`src/rtl/btn_debouncer_if.sv`:
```
// Raw button inputs and debounced button levels for the five-channel debouncer.
// The master side drives the raw buttons and the slave side returns the clean levels.
interface btn_debouncer_if;
    logic i_BTN_U;
    logic i_BTN_L;
    logic i_BTN_M;
    logic i_BTN_R;
    logic i_BTN_D;
    logic o_BTN_U;
    logic o_BTN_L;
    logic o_BTN_M;
    logic o_BTN_R;
    logic o_BTN_D;

    modport master (
        output i_BTN_U, i_BTN_L, i_BTN_M, i_BTN_R, i_BTN_D,
        input  o_BTN_U, o_BTN_L, o_BTN_M, o_BTN_R, o_BTN_D
    );

    modport slave (
        input  i_BTN_U, i_BTN_L, i_BTN_M, i_BTN_R, i_BTN_D,
        output o_BTN_U, o_BTN_L, o_BTN_M, o_BTN_R, o_BTN_D
    );
endinterface

```
`src/rtl/btn_debouncer.sv`:
```
// Five-channel push-button synchroniser and debouncer feeding the edge detector.
// Optional auto-repeat gaps on held buttons are enabled by defining BTN_HOLD_REPEAT_EN.
module btn_debouncer #(
    parameter int DEBOUNCE_CYCLES = 1000000,
    parameter int HOLD_CYCLES     = 50000000,
    parameter int REPEAT_CYCLES   = 20000000
) (
    input  logic          i_clk,
    input  logic          i_rst_n,
    btn_debouncer_if.slave btn
);
    localparam int NCH = 5;
    localparam int CW  = $clog2(DEBOUNCE_CYCLES);
    localparam logic [CW-1:0] CNT_LAST = CW'(DEBOUNCE_CYCLES - 1);

    if (DEBOUNCE_CYCLES < 2 || REPEAT_CYCLES < 2 || REPEAT_CYCLES > HOLD_CYCLES) begin : g_param_err
        $error("btn_debouncer: illegal DEBOUNCE/HOLD/REPEAT parameter set");
    end

    // Channel order in every vector: U, L, M, R, D from MSB to LSB.
    logic [NCH-1:0] w_raw;
    logic [NCH-1:0] r_sync1;
    logic [NCH-1:0] r_sync2;
    logic [NCH-1:0] r_stable;
    logic [NCH-1:0] r_out;
    logic [CW-1:0]  r_cnt [NCH];

    assign w_raw = {btn.i_BTN_U, btn.i_BTN_L, btn.i_BTN_M, btn.i_BTN_R, btn.i_BTN_D};

    always_ff @(posedge i_clk or negedge i_rst_n) begin
        if (!i_rst_n) begin
            r_sync1  <= '0;
            r_sync2  <= '0;
            r_stable <= '0;
            for (int c = 0; c < NCH; c++) begin
                r_cnt[c] <= '0;
            end
        end else begin
            r_sync1 <= w_raw;
            r_sync2 <= r_sync1;
            for (int c = 0; c < NCH; c++) begin
                // Any sample agreeing with the stable level restarts the count.
                if (r_sync2[c] == r_stable[c]) begin
                    r_cnt[c] <= '0;
                end else if (r_cnt[c] == CNT_LAST) begin
                    r_stable[c] <= r_sync2[c];
                    r_cnt[c]    <= '0;
                end else begin
                    r_cnt[c] <= r_cnt[c] + CW'(1);
                end
            end
        end
    end

`ifdef BTN_HOLD_REPEAT_EN
    localparam int HW = $clog2(HOLD_CYCLES + 1);
    localparam logic [HW-1:0] HOLD_LAST   = HW'(HOLD_CYCLES - 1);
    localparam logic [HW-1:0] HOLD_RELOAD = HW'(HOLD_CYCLES - REPEAT_CYCLES);

    logic [HW-1:0]  r_hold [NCH];
    logic [NCH-1:0] r_gap;

    // The count reaching HOLD_CYCLES flags a gap that blanks the output on the next edge.
    always_ff @(posedge i_clk or negedge i_rst_n) begin
        if (!i_rst_n) begin
            r_gap <= '0;
            r_out <= '0;
            for (int c = 0; c < NCH; c++) begin
                r_hold[c] <= '0;
            end
        end else begin
            r_out <= r_stable & ~r_gap;
            for (int c = 0; c < NCH; c++) begin
                if (!r_stable[c]) begin
                    r_hold[c] <= '0;
                    r_gap[c]  <= 1'b0;
                end else if (r_hold[c] == HOLD_LAST) begin
                    r_hold[c] <= HOLD_RELOAD;
                    r_gap[c]  <= 1'b1;
                end else begin
                    r_hold[c] <= r_hold[c] + HW'(1);
                    r_gap[c]  <= 1'b0;
                end
            end
        end
    end
`else
    always_ff @(posedge i_clk or negedge i_rst_n) begin
        if (!i_rst_n) begin
            r_out <= '0;
        end else begin
            r_out <= r_stable;
        end
    end
`endif

    assign btn.o_BTN_U = r_out[4];
    assign btn.o_BTN_L = r_out[3];
    assign btn.o_BTN_M = r_out[2];
    assign btn.o_BTN_R = r_out[1];
    assign btn.o_BTN_D = r_out[0];
endmodule
```
`src/flat_wrapper.sv`:
```
// flat-port wrapper written by rule: the top's interface ports become plain ports
module btn_debouncer_flat 
#(
    parameter int DEBOUNCE_CYCLES = 1000000,
    parameter int HOLD_CYCLES     = 50000000,
    parameter int REPEAT_CYCLES   = 20000000
)
  (i_clk, i_rst_n, btn_i_BTN_U, btn_i_BTN_L, btn_i_BTN_M, btn_i_BTN_R, btn_i_BTN_D, btn_o_BTN_U, btn_o_BTN_L, btn_o_BTN_M, btn_o_BTN_R, btn_o_BTN_D);
  btn_debouncer_if btn_i ();
  input  logic i_clk;
  input  logic i_rst_n;
  input wire logic [$bits(btn_i.i_BTN_U)-1:0] btn_i_BTN_U;
  input wire logic [$bits(btn_i.i_BTN_L)-1:0] btn_i_BTN_L;
  input wire logic [$bits(btn_i.i_BTN_M)-1:0] btn_i_BTN_M;
  input wire logic [$bits(btn_i.i_BTN_R)-1:0] btn_i_BTN_R;
  input wire logic [$bits(btn_i.i_BTN_D)-1:0] btn_i_BTN_D;
  output wire logic [$bits(btn_i.o_BTN_U)-1:0] btn_o_BTN_U;
  output wire logic [$bits(btn_i.o_BTN_L)-1:0] btn_o_BTN_L;
  output wire logic [$bits(btn_i.o_BTN_M)-1:0] btn_o_BTN_M;
  output wire logic [$bits(btn_i.o_BTN_R)-1:0] btn_o_BTN_R;
  output wire logic [$bits(btn_i.o_BTN_D)-1:0] btn_o_BTN_D;
  assign btn_i.i_BTN_U = btn_i_BTN_U;
  assign btn_i.i_BTN_L = btn_i_BTN_L;
  assign btn_i.i_BTN_M = btn_i_BTN_M;
  assign btn_i.i_BTN_R = btn_i_BTN_R;
  assign btn_i.i_BTN_D = btn_i_BTN_D;
  assign btn_o_BTN_U = btn_i.o_BTN_U;
  assign btn_o_BTN_L = btn_i.o_BTN_L;
  assign btn_o_BTN_M = btn_i.o_BTN_M;
  assign btn_o_BTN_R = btn_i.o_BTN_R;
  assign btn_o_BTN_D = btn_i.o_BTN_D;
  btn_debouncer #(.DEBOUNCE_CYCLES(DEBOUNCE_CYCLES), .HOLD_CYCLES(HOLD_CYCLES), .REPEAT_CYCLES(REPEAT_CYCLES)) u_core (.i_clk(i_clk), .i_rst_n(i_rst_n), .btn(btn_i));
endmodule
```
`config.mk`:
```
export PLATFORM = sky130hd
export DESIGN_NAME = btn_debouncer_flat
export DESIGN_NICKNAME = d
export VERILOG_FILES = /design/src/rtl/btn_debouncer_if.sv /design/src/rtl/btn_debouncer.sv /design/src/flat_wrapper.sv
export SDC_FILE = /design/constraint.sdc
export NUM_CORES = 1
export LEC_CHECK = 0
export ABC_AREA = 0
export BUFFER_PORTS_ARGS = -buffer_cell sky130_fd_sc_hd__buf_4
export CORE_MARGIN = 3
export CORE_UTILIZATION = 44
export DETAILED_ROUTE_END_ITERATION = 16
export GPL_ROUTABILITY_DRIVEN = 0
export HOLD_SLACK_MARGIN = 0.08
export MAX_ROUTING_LAYER = met4
export SYNTH_ARGS = -nofsm -noshare
export SYNTH_HDL_FRONTEND = slang
export SYNTH_SLANG_ARGS = --single-unit
```
`constraint.sdc`:
```
create_clock -name i_clk -period 2.38 [get_ports i_clk]
set_clock_uncertainty 0.1 [all_clocks]
set_input_delay 0.357 -clock i_clk [delete_from_list [all_inputs] [get_ports i_clk]]
set_output_delay 0.357 -clock i_clk [all_outputs]
set_load 0.005 [all_outputs]
```
### Word level (Yosys, flattened, before mapping)

Index checks and enable logic that the tools add are counted.

| word-level totals | value |
|---|---|
| input port bits | 7 |
| memory bits (writable) | 0 |
| bits in latches | 0 |
| logic and storage cells | 48 |
| flip-flop bits (word level) | 120 |
| output and inout port bits | 5 |
| memory bits (read-only) | 0 |
| memories kept | 0 |

| cells by class | value |
|---|---|
| bitwise operators | 5 |
| $add $sub $neg | 5 |
| reduce and logical (&&, ||, !) cells | 5 |
| multiply operators | 0 |
| order comparisons | 0 |
| div/mod/pow operators | 0 |
| multiplexer cells | 10 |
| equal/unequal tests | 10 |
| shifts and indexed selects | 0 |

Operators with widths:

| operator | count |
|---|---|
| two-way mux 20 bit | 10 |
| adder 20 x 1 -> 20 bit (second input constant) | 5 |
| equality test 20 bit (second input constant) | 5 |
| AND reduction 2 bit | 5 |
| equality test 1 bit | 5 |
| inverter 1 bit | 5 |

### Logic depth before layout (Yosys ltp)

Gate-level depths: netlist of the first run.

| depth | value |
|---|---|
| depth after elaboration | 3 |
| depth in mapped cells | 6 |
| gate-level depth less buffers | 5 |

### Worst setup path before layout of the first run

Ideal clock, no wire load.

| path | value |
|---|---|
| kind | flip-flop to flip-flop |
| from | register u_core.r_cnt[20] in the netlist's numbering |
| to | register u_core.r_cnt[38] in the netlist's numbering |
| stages on the path, launching flop included | 7 |
| path buffers | 1 |
| setup slack | 292 ps |
| arrival time | 1913 ps |
| data required time | 2206 ps |
| setup time | 74 ps |
| period minus slack after synthesis | 2088 ps |
| cell sequence | dfrtp_1 > ha_1 > nand2_1 > or4_1 > buf_2 > or4_4 > a21oi_2 |

| on the way | value |
|---|---|
| word-level cells in the longest chain between the ends | 3 |
| elaborated cells on any way between the ends | 4 |
| those cells by class | 1 x add/sub; 1 x eq/ne; 2 x mux |

Ends and longest elaborated chain:

| item | line | text |
|---|---|---|
| start: declaration | btn_debouncer.sv:26 | `logic [CW-1:0] r_cnt [NCH];` |
| start signal: indexed assignment | btn_debouncer.sv:49 | `r_cnt[c] <= r_cnt[c] + CW'(1);` |
| adder 20 x 1 -> 20 bit or equality test 20 bit (tied branches) | btn_debouncer.sv:49, btn_debouncer.sv:45 |  |
| two-way mux 20 bit (*) | btn_debouncer.sv:45 | `end else if (r_cnt[c] == CNT_LAST) begin` |
| two-way mux 20 bit (*) | btn_debouncer.sv:43 | `if (r_sync2[c] == r_stable[c]) begin` |

Mark *: on every way between the ends. The rest lies on a longest branch, timed or not.
A chain may end at the register's enable or synchronous reset.

### Final worst setup path of the first run

Ends and elaborated chain as after synthesis.

==> out/metrics.yaml, run 1 <==
outcome:
  status: "complete, no violations"
setup_path:
  path_buf_inv: 0
  arrival_ns: 2.46
  required_ns: 2.62
  path_cells: "ha_1 -> nand2_1 -> or4_1 -> or4_4 -> a21oi_2"
  slowest_stage: "or4_1"
  cp_slowest_stage_delay_ns: 0.64
  crit_fanout: 8
  cp-end-kind: "flip-flop"
  crit_type: "flip-flop to flip-flop"
  cp_top_family: "simple AND/OR/NAND/NOR gates"
  start_kind: "flip-flop"
clock_tree:
  cts_tree: "done"
  clockRootBuffer: "clkbuf_16"
  clk_latency_ns: 0.41
  cts_buffers: 17
  h-tree-depth: 4
  clkSlewWorstSetupHoldPaths_ns: 0.06
  clock_tree.buffer_depth: 2
  cts-resized-gates: 0
  cts.sinks: 120
  cts_setup_buffers: 0
floorplanning:
  die_h_um: 119
  core.rowCount: 40
  ios: 12
  start_util_pct: 45.9
  die_w_um: 119
  dieArea_sq_um: 14100
  fp.coreArea_sq_um: 12200
yosys:
  syn_inst: 562
  synthFlopType: "dfrtp_1"
  syn_area_sq_um: 5610
  synth_edf_count: 0
  ys_seq_area_share_pct: 53.6
  synth_cell_types: 38
  async_flop_share_pct: 100
  syn_avg_cell_area_sq_um: 9.98
  ys_warn_count: 0
  synth_fp_nets: 574
  yosys_register_bits: 120
route:
  drt-initial-drc-count: 189
  via_count: 4083
  via_per_inst: 5.30
  wl_mm: 10.1
  wire_per_inst_um: 13.2
  ant_nets: 0
  drc: 0
  drtPass1Iterations: 4
layout:
  n_fill_cell: 1094
  layout_common_cells: "dfrtp_1, nor2_1, nand3_1"
  antenna_cells: 0
  syn2layout_area_growth_pct: 18.3
  nNetsFinal: 601
  final_common_cell: "dfrtp_1"
  drive_gt1_share_pct: 13.1
  instances_no_fill: 770
grt:
  grt_pass1_wl_mm: 18.1
  overflow: 0
  first_global_vias: 3875
  antenna_found_initial: 0
  grt_usage_pct: 16.1
  grt_max_degree: 53
power:
  power_per_cell_area_nw_per_um2: 739
  leakage_nw: 2.72
  worst_ir_drop_vdd_mv: 0.533
timing:
  period_needed_ns: 2.22
  fmax_ghz: 0.450
  drv_slew: 0
  fin_tns_setup_ns: 0
  setup_violations: 0
  rsz0062_at_grt: "false"
  final_hold_viol_count: 0
  max_slew_margin_pct: 53.4
  worst_pin_slew_ns: 0.694
  min_period_over_period_pct: 93.4
placement:
  port_buffers: 11
  dp_hpwl_mm: 6.77
  dp_cells: 732
job:
  max_cap_violations: 0
worst_hold_path:
  hold_class: "flip-flop to flip-flop"
## flip-flops by register name, summed over array words and instances (netlist names)
register / count
u_core.r_cnt: 100
u_core.r_out: 5
u_core.r_stable: 5
u_core.r_sync2: 5
u_core.r_sync1: 5
## per-stage QoR
stage               total power, mW  setup slack [ns]  cell area, sq um  util, %  hold WS [ns]
floorplan                      2.19             0.292              5610        -       -0.0386
global placement               2.27             0.235              5940     48.7         0.233
detailed placement             2.27             0.153              5940     48.7         0.236
CTS                            4.97             0.151              6630     54.3         0.243
global route                   5.09            0.0576              6630     54.3         0.257
finish                         4.90             0.157              6630     54.3         0.245
## timing repair
action / CTS / global route
endpoints found under the hold margin: 40 / 0
setup endpoints to repair: 0 / 0
hold buffers: 6 / 0
## worst paths after layout
| kind | from | to | slack, ns | depth (start not counted) |
|---|---|---|---|---|
| max reg2reg | u_core.r_cnt[20] | u_core.r_cnt[38] | 0.16 | 5 |
| min in group asynchronous | i_rst_n | u_core.r_cnt[66] | 0.36 | 2 |
| max | u_core.r_cnt[20] | u_core.r_cnt[38] | 0.16 | 5 |
| max in group asynchronous | i_rst_n | u_core.r_cnt[22] | 1.18 | 3 |
| min | u_core.r_sync1[1] | u_core.r_sync2[1] | 0.24 | 0 |
| min reg2reg | u_core.r_sync1[1] | u_core.r_sync2[1] | 0.24 | 0 |
## layout make-up
class / instances / area, sq um / share of cell area (%)
Sequential cell: 120 / 3000 / 45.3
Multi-Input combinational cell: 400 / 2460 / 37.1
Clock buffer: 25 / 515 / 7.77
Timing Repair Buffer: 31 / 260 / 3.92
Tap cell: 168 / 210 / 3.17
Clock inverter: 7 / 113 / 1.70
Inverter: 19 / 71.3 / 1.08
## report_power, final
| part | leakage, nW | internal, mW | total, mW | switching (mW) |
|---|---|---|---|---|
| clock | 0.309 | 1.81 | 2.66 | 0.853 |
| combinational | 0.769 | 0.0518 | 0.148 | 0.0961 |
| sequential | 1.64 | 2.07 | 2.09 | 0.0221 |
| total | 2.72 | 3.93 | 4.90 | 0.971 |
## cells in the mapped netlist, drive strengths merged (5+ instances only)
master / count / share of area [%]
mux2: 5 / 1.0
nand2: 31 / 2.1
xnor2: 28 / 4.4
a21oi: 33 / 3.0
buf: 7 / 0.62
nor2: 74 / 5.0
o21ai: 18 / 1.6
and3: 8 / 0.91
xor2: 34 / 5.3
ha: 5 / 1.1
nand4: 22 / 2.5
nor3: 11 / 0.98
nand3: 37 / 3.4
o31ai: 17 / 2.3
or4: 19 / 2.6
and4: 5 / 0.78
inv: 19 / 1.3
and2: 6 / 0.67
or3: 17 / 2.0
clkbuf: 16 / 1.1
nor4: 11 / 1.2
dfrtp: 120 / 54
## per-layer routing
| metal | up-vias | track usage [%] | part of all wire [%] |
|---|---|---|---|
| li1 | 2034 | - | - |
| met5 | - | - | 0 |
| met3 | 16 | 4.27 | 2.9 |
| met1 | 1986 | 21.2 | 50 |
| met2 | 47 | 23.7 | 45 |
| met4 | 0 | 6.52 | 2.0 |
## cell families (layout without fill, tap and decap cells)
kind of cell    count (synthesis)  after routing  share of synthesized area [%]
simple gates                  257            257                           24.3
flops                         120            120                           53.6
compound gates                 71             71                           7.36
xor+xnor                       62             62                           9.69
buf+inv                        42             82                           2.97
fa+ha+maj                       5              5                           1.12
mux                             5              5                           1.00
Power figures use the tool's default switching activity.
==> run 2, diff against run 1 <==
--- a/config.mk
+++ b/config.mk
@@ -5,7 +5,7 @@
 export SDC_FILE = /design/constraint.sdc
 export NUM_CORES = 1
 export LEC_CHECK = 0
-export ABC_AREA = 0
+export ABC_AREA = 1
 export BUFFER_PORTS_ARGS = -buffer_cell sky130_fd_sc_hd__buf_4
 export CORE_MARGIN = 3
 export CORE_UTILIZATION = 44
==> constraint.sdc (replaced) <==
create_clock -name i_clk -period 2.1 [get_ports i_clk]
set_clock_uncertainty 0.1 [all_clocks]
set_input_delay 0.315 -clock i_clk [delete_from_list [all_inputs] [get_ports i_clk]]
set_output_delay 0.315 -clock i_clk [all_outputs]
set_load 0.005 [all_outputs]
==> out/metrics.yaml, run 2 <==
outcome:
  status: "complete, no violations"
floorplanning:
  die_h_um: 126  # +6.2%
  fp.coreArea_sq_um: 14000  # +15%
  die_w_um: 126  # +6.2%
  core.rowCount: 43  # +7.5%
  start_util_pct: 45.5  # -0.45 points
  dieArea_sq_um: 15900  # +13%
  ios: 12  # unchanged
grt:
  first_global_vias: 5124  # +32%
  grt_pass1_wl_mm: 23.3  # +29%
  grt_max_degree: 43  # -19%
  grt.met3_usage_pct: 4.83  # +0.56 points
  gr-usage-met1_pct: 22.8  # +1.6 points
  overflow: 0  # unchanged
  grt_usage_pct: 18.4  # +2.3 points
  antenna_found_initial: 0  # unchanged
  grt_use_met2_pct: 29.3  # +5.7 points
  grt-busiest-layer: "met2"
setup_path:
  path_buf_inv: 0  # unchanged
  slowest_stage: "dfrtp_1"
  r2r_start: "u_core.r_cnt[80]"
  cp-end-kind: "flip-flop"
  cp-endpoint: "u_core.r_cnt[98]"
  start_kind: "flip-flop"
  path_cells: "ha_1 -> nand2_1 -> nor2_2 -> nand2_1 -> nor2_1 -> nand2_2 -> nand2_2 -> nor2_1"
  arrival_ns: 1.80  # -0.66 ns
  critPathLaunch: "u_core.r_cnt[80]"
  r2r_end: "u_core.r_cnt[98]"
  crit_type: "flip-flop to flip-flop"
  reg2reg_setup_slack_ns: 0.51  # +0.35 ns
  required_ns: 2.31  # -0.31 ns
  cp_slowest_stage_delay_ns: 0.36  # -0.28 ns
  crit_fanout: 7  # -1
  rr_worst_depth: 8  # +3
  cp_top_family: "simple AND/OR/NAND/NOR gates"
  crit_cells: 8  # +3
layout:
  syn2layout_area_growth_pct: 16.4
  post-route-cell-area_sq_um: 7410  # +12%
  nNetsFinal: 849  # +41%
  top_register: "u_core.r_cnt"
  final_common_cell: "nor2_1"
  antenna_cells: 0  # unchanged
  layout_common_cells: "nor2_1, nand2_1, dfrtp_1"
  largest_reg_flops: 100  # unchanged
  drive_gt1_share_pct: 11.9  # -1.2 points
yosys:
  post-synth-top-area-fraction_pct: 47.2  # -6.3 points
  ys_warn_count: 0  # unchanged
  synth_top_cell_by_area: "dfrtp_1"
  synth_cell_types: 31  # -18%
  synth.area.top_cells: "dfrtp_1, nor2_1, nand2_1"
  synth_edf_count: 0  # unchanged
  yosysMostFrequentCell: "nor2_1"
  synth_fp_nets: 811  # +41%
  async_flop_share_pct: 100  # unchanged
  ys_seq_area_share_pct: 47.2  # -6.3 points
  synth_commonest_cells: "nor2_1, nand2_1, dfrtp_1, inv_1, nand3_1"
  syn_avg_cell_area_sq_um: 7.96  # -20%
  synthFlopType: "dfrtp_1"
  syn_inst: 799  # +42%
  syn_area_sq_um: 6360  # +13%
  yosys_register_bits: 120  # unchanged
job:
  max_cap_violations: 0  # unchanged
timing:
  fin_tns_setup_ns: 0  # unchanged
  max_slew_margin_pct: 61.8  # +8.4 points
  fmax_ghz: 0.629  # +40%
  period_needed_ns: 1.59  # -0.632 ns
  rsz0062_at_grt: "false"
  worst_pin_slew_ns: 0.573  # -0.121 ns
  setup_violations: 0  # unchanged
  min_period_over_period_pct: 75.8  # -18 points
  final_hold_viol_count: 0  # unchanged
  drv_slew: 0  # unchanged
route:
  wl_mm: 13.2  # +30%
  drtPass1Iterations: 5  # +1
  ant_nets: 0  # unchanged
  via_per_inst: 5.00  # -5.8%
  via_count: 5130  # +26%
  drt-initial-drc-count: 428  # +130%
  wire_per_inst_um: 12.8  # -2.5%
  drc: 0  # unchanged
clock_tree:
  clk_latency_ns: 0.42  # about the same
  cts-resized-gates: 0  # unchanged
  cts_setup_buffers: 0  # unchanged
  clkSlewWorstSetupHoldPaths_ns: 0.05  # about the same
  clockRootBuffer: "clkbuf_16"
  cts.sinks: 120  # unchanged
  hold_buffers: 6  # unchanged
  cts_buffers: 17  # unchanged
  cts_tree: "done"
  h-tree-depth: 4  # unchanged
  clock_tree.buffer_depth: 2  # unchanged
placement:
  dp_hpwl_mm: 9.47  # +40%
  port_buffers: 11  # unchanged
  placed_cell_area_sq_um: 6720  # +13%
power:
  power_per_cell_area_nw_per_um2: 770  # +4.1%
  worst_ir_drop_vdd_mv: 0.607  # +14%
  power.total_mw: 5.70  # +16%
  leakage_nw: 3.24  # +19%
worst_hold_path:
  hold_class: "flip-flop to flip-flop"
==> run 2: changes by cell type after synthesis, sizes merged, moves of 8 or more <==
cell and change:
xnor2 -8, nand3 +34, nor2 +159, nor4 -11
and3 -8, inv +60, clkbuf -14, o31ai -17
a21oi -17, nand2 +128, or4 -19, or3 -17
==> run 2: worst register-to-register path: cells and delay by family (launching register included) <==
| family | cells | cell delay (ns) |
|---|---|---|
| fa+ha+maj | 1 | 0.19 |
| simple gates | 7 | 0.83 |
| flops | 1 | 0.36 |
==> run 2: layout make-up <==
| class | count | area [sq um] |
|---|---|---|
| well taps | 180 | 225 |
| clock buffers | 20 | 457 |
| clock inverters | 9 | 174 |
| inverters | 79 | 297 |
| repair buffers | 21 | 198 |
| multi-input cells | 598 | 3050 |
| flip-flops and latches | 120 | 3000 |
| fillers | 1351 | 6580 |
==> run 2: worst min path at each step <==
stage                         to  slack, ns              start  cells after the start
2_1_floorplan    u_core.r_cnt[0]      -0.08            i_rst_n                      0
4_1_cts        u_core.r_sync2[1]       0.25  u_core.r_sync1[1]                      0
3_5_place_dp   u_core.r_sync2[1]       0.24  u_core.r_sync1[1]                      0
3_3_place_gp   u_core.r_sync2[2]       0.23  u_core.r_sync1[2]                      0
6_report       u_core.r_sync2[1]       0.25  u_core.r_sync1[1]                      0
5_1_grt        u_core.r_sync2[2]       0.26  u_core.r_sync1[2]                      0
==> run 2: kinds of logic (layout without fill, tap and decap cells) <==
group                      after synthesis  in the layout  share of synthesized area, %
AOI/OAI and AO/OA                       37             37                          3.23
and+or+nand+nor                        502            502                          36.0
buffers and inverters                   81            129                          4.78
adders and majority gates                5              5                         0.984
xor gates and xnor gates                54             54                          7.79
DFF                                    120            120                          47.2
==> run 2: metal layers <==
layer  routed length [um]  share of wire [%]  up-vias
li1                     -                  -     2598
met1                 6120                 46     2422
met2                 6380                 48       88
met3                  471                3.6       22
met4                  211                1.6        0
met5                    0                  0        -
==> run 2: report_power, final <==
part	internal (mW)	total [mW]	switching (mW)	leakage, nW
clock	2.14	3.15	1.01	0.312
combinational	0.0590	0.173	0.114	1.28
sequential	2.35	2.37	0.0252	1.64
==> run 2: per-stage QoR <==
step | util, % | hold slack, ns | worst slack, ns | instances
after floorplan | - | -0.0806 | 0.689 | 799
after global placement | 48.0 | 0.231 | 0.560 | 992
after detailed placement | 48.0 | 0.236 | 0.513 | 992
after CTS | 52.9 | 0.248 | 0.499 | 1027
after global routing | 52.9 | 0.262 | 0.351 | 1027
final | 52.9 | 0.245 | 0.509 | 1027
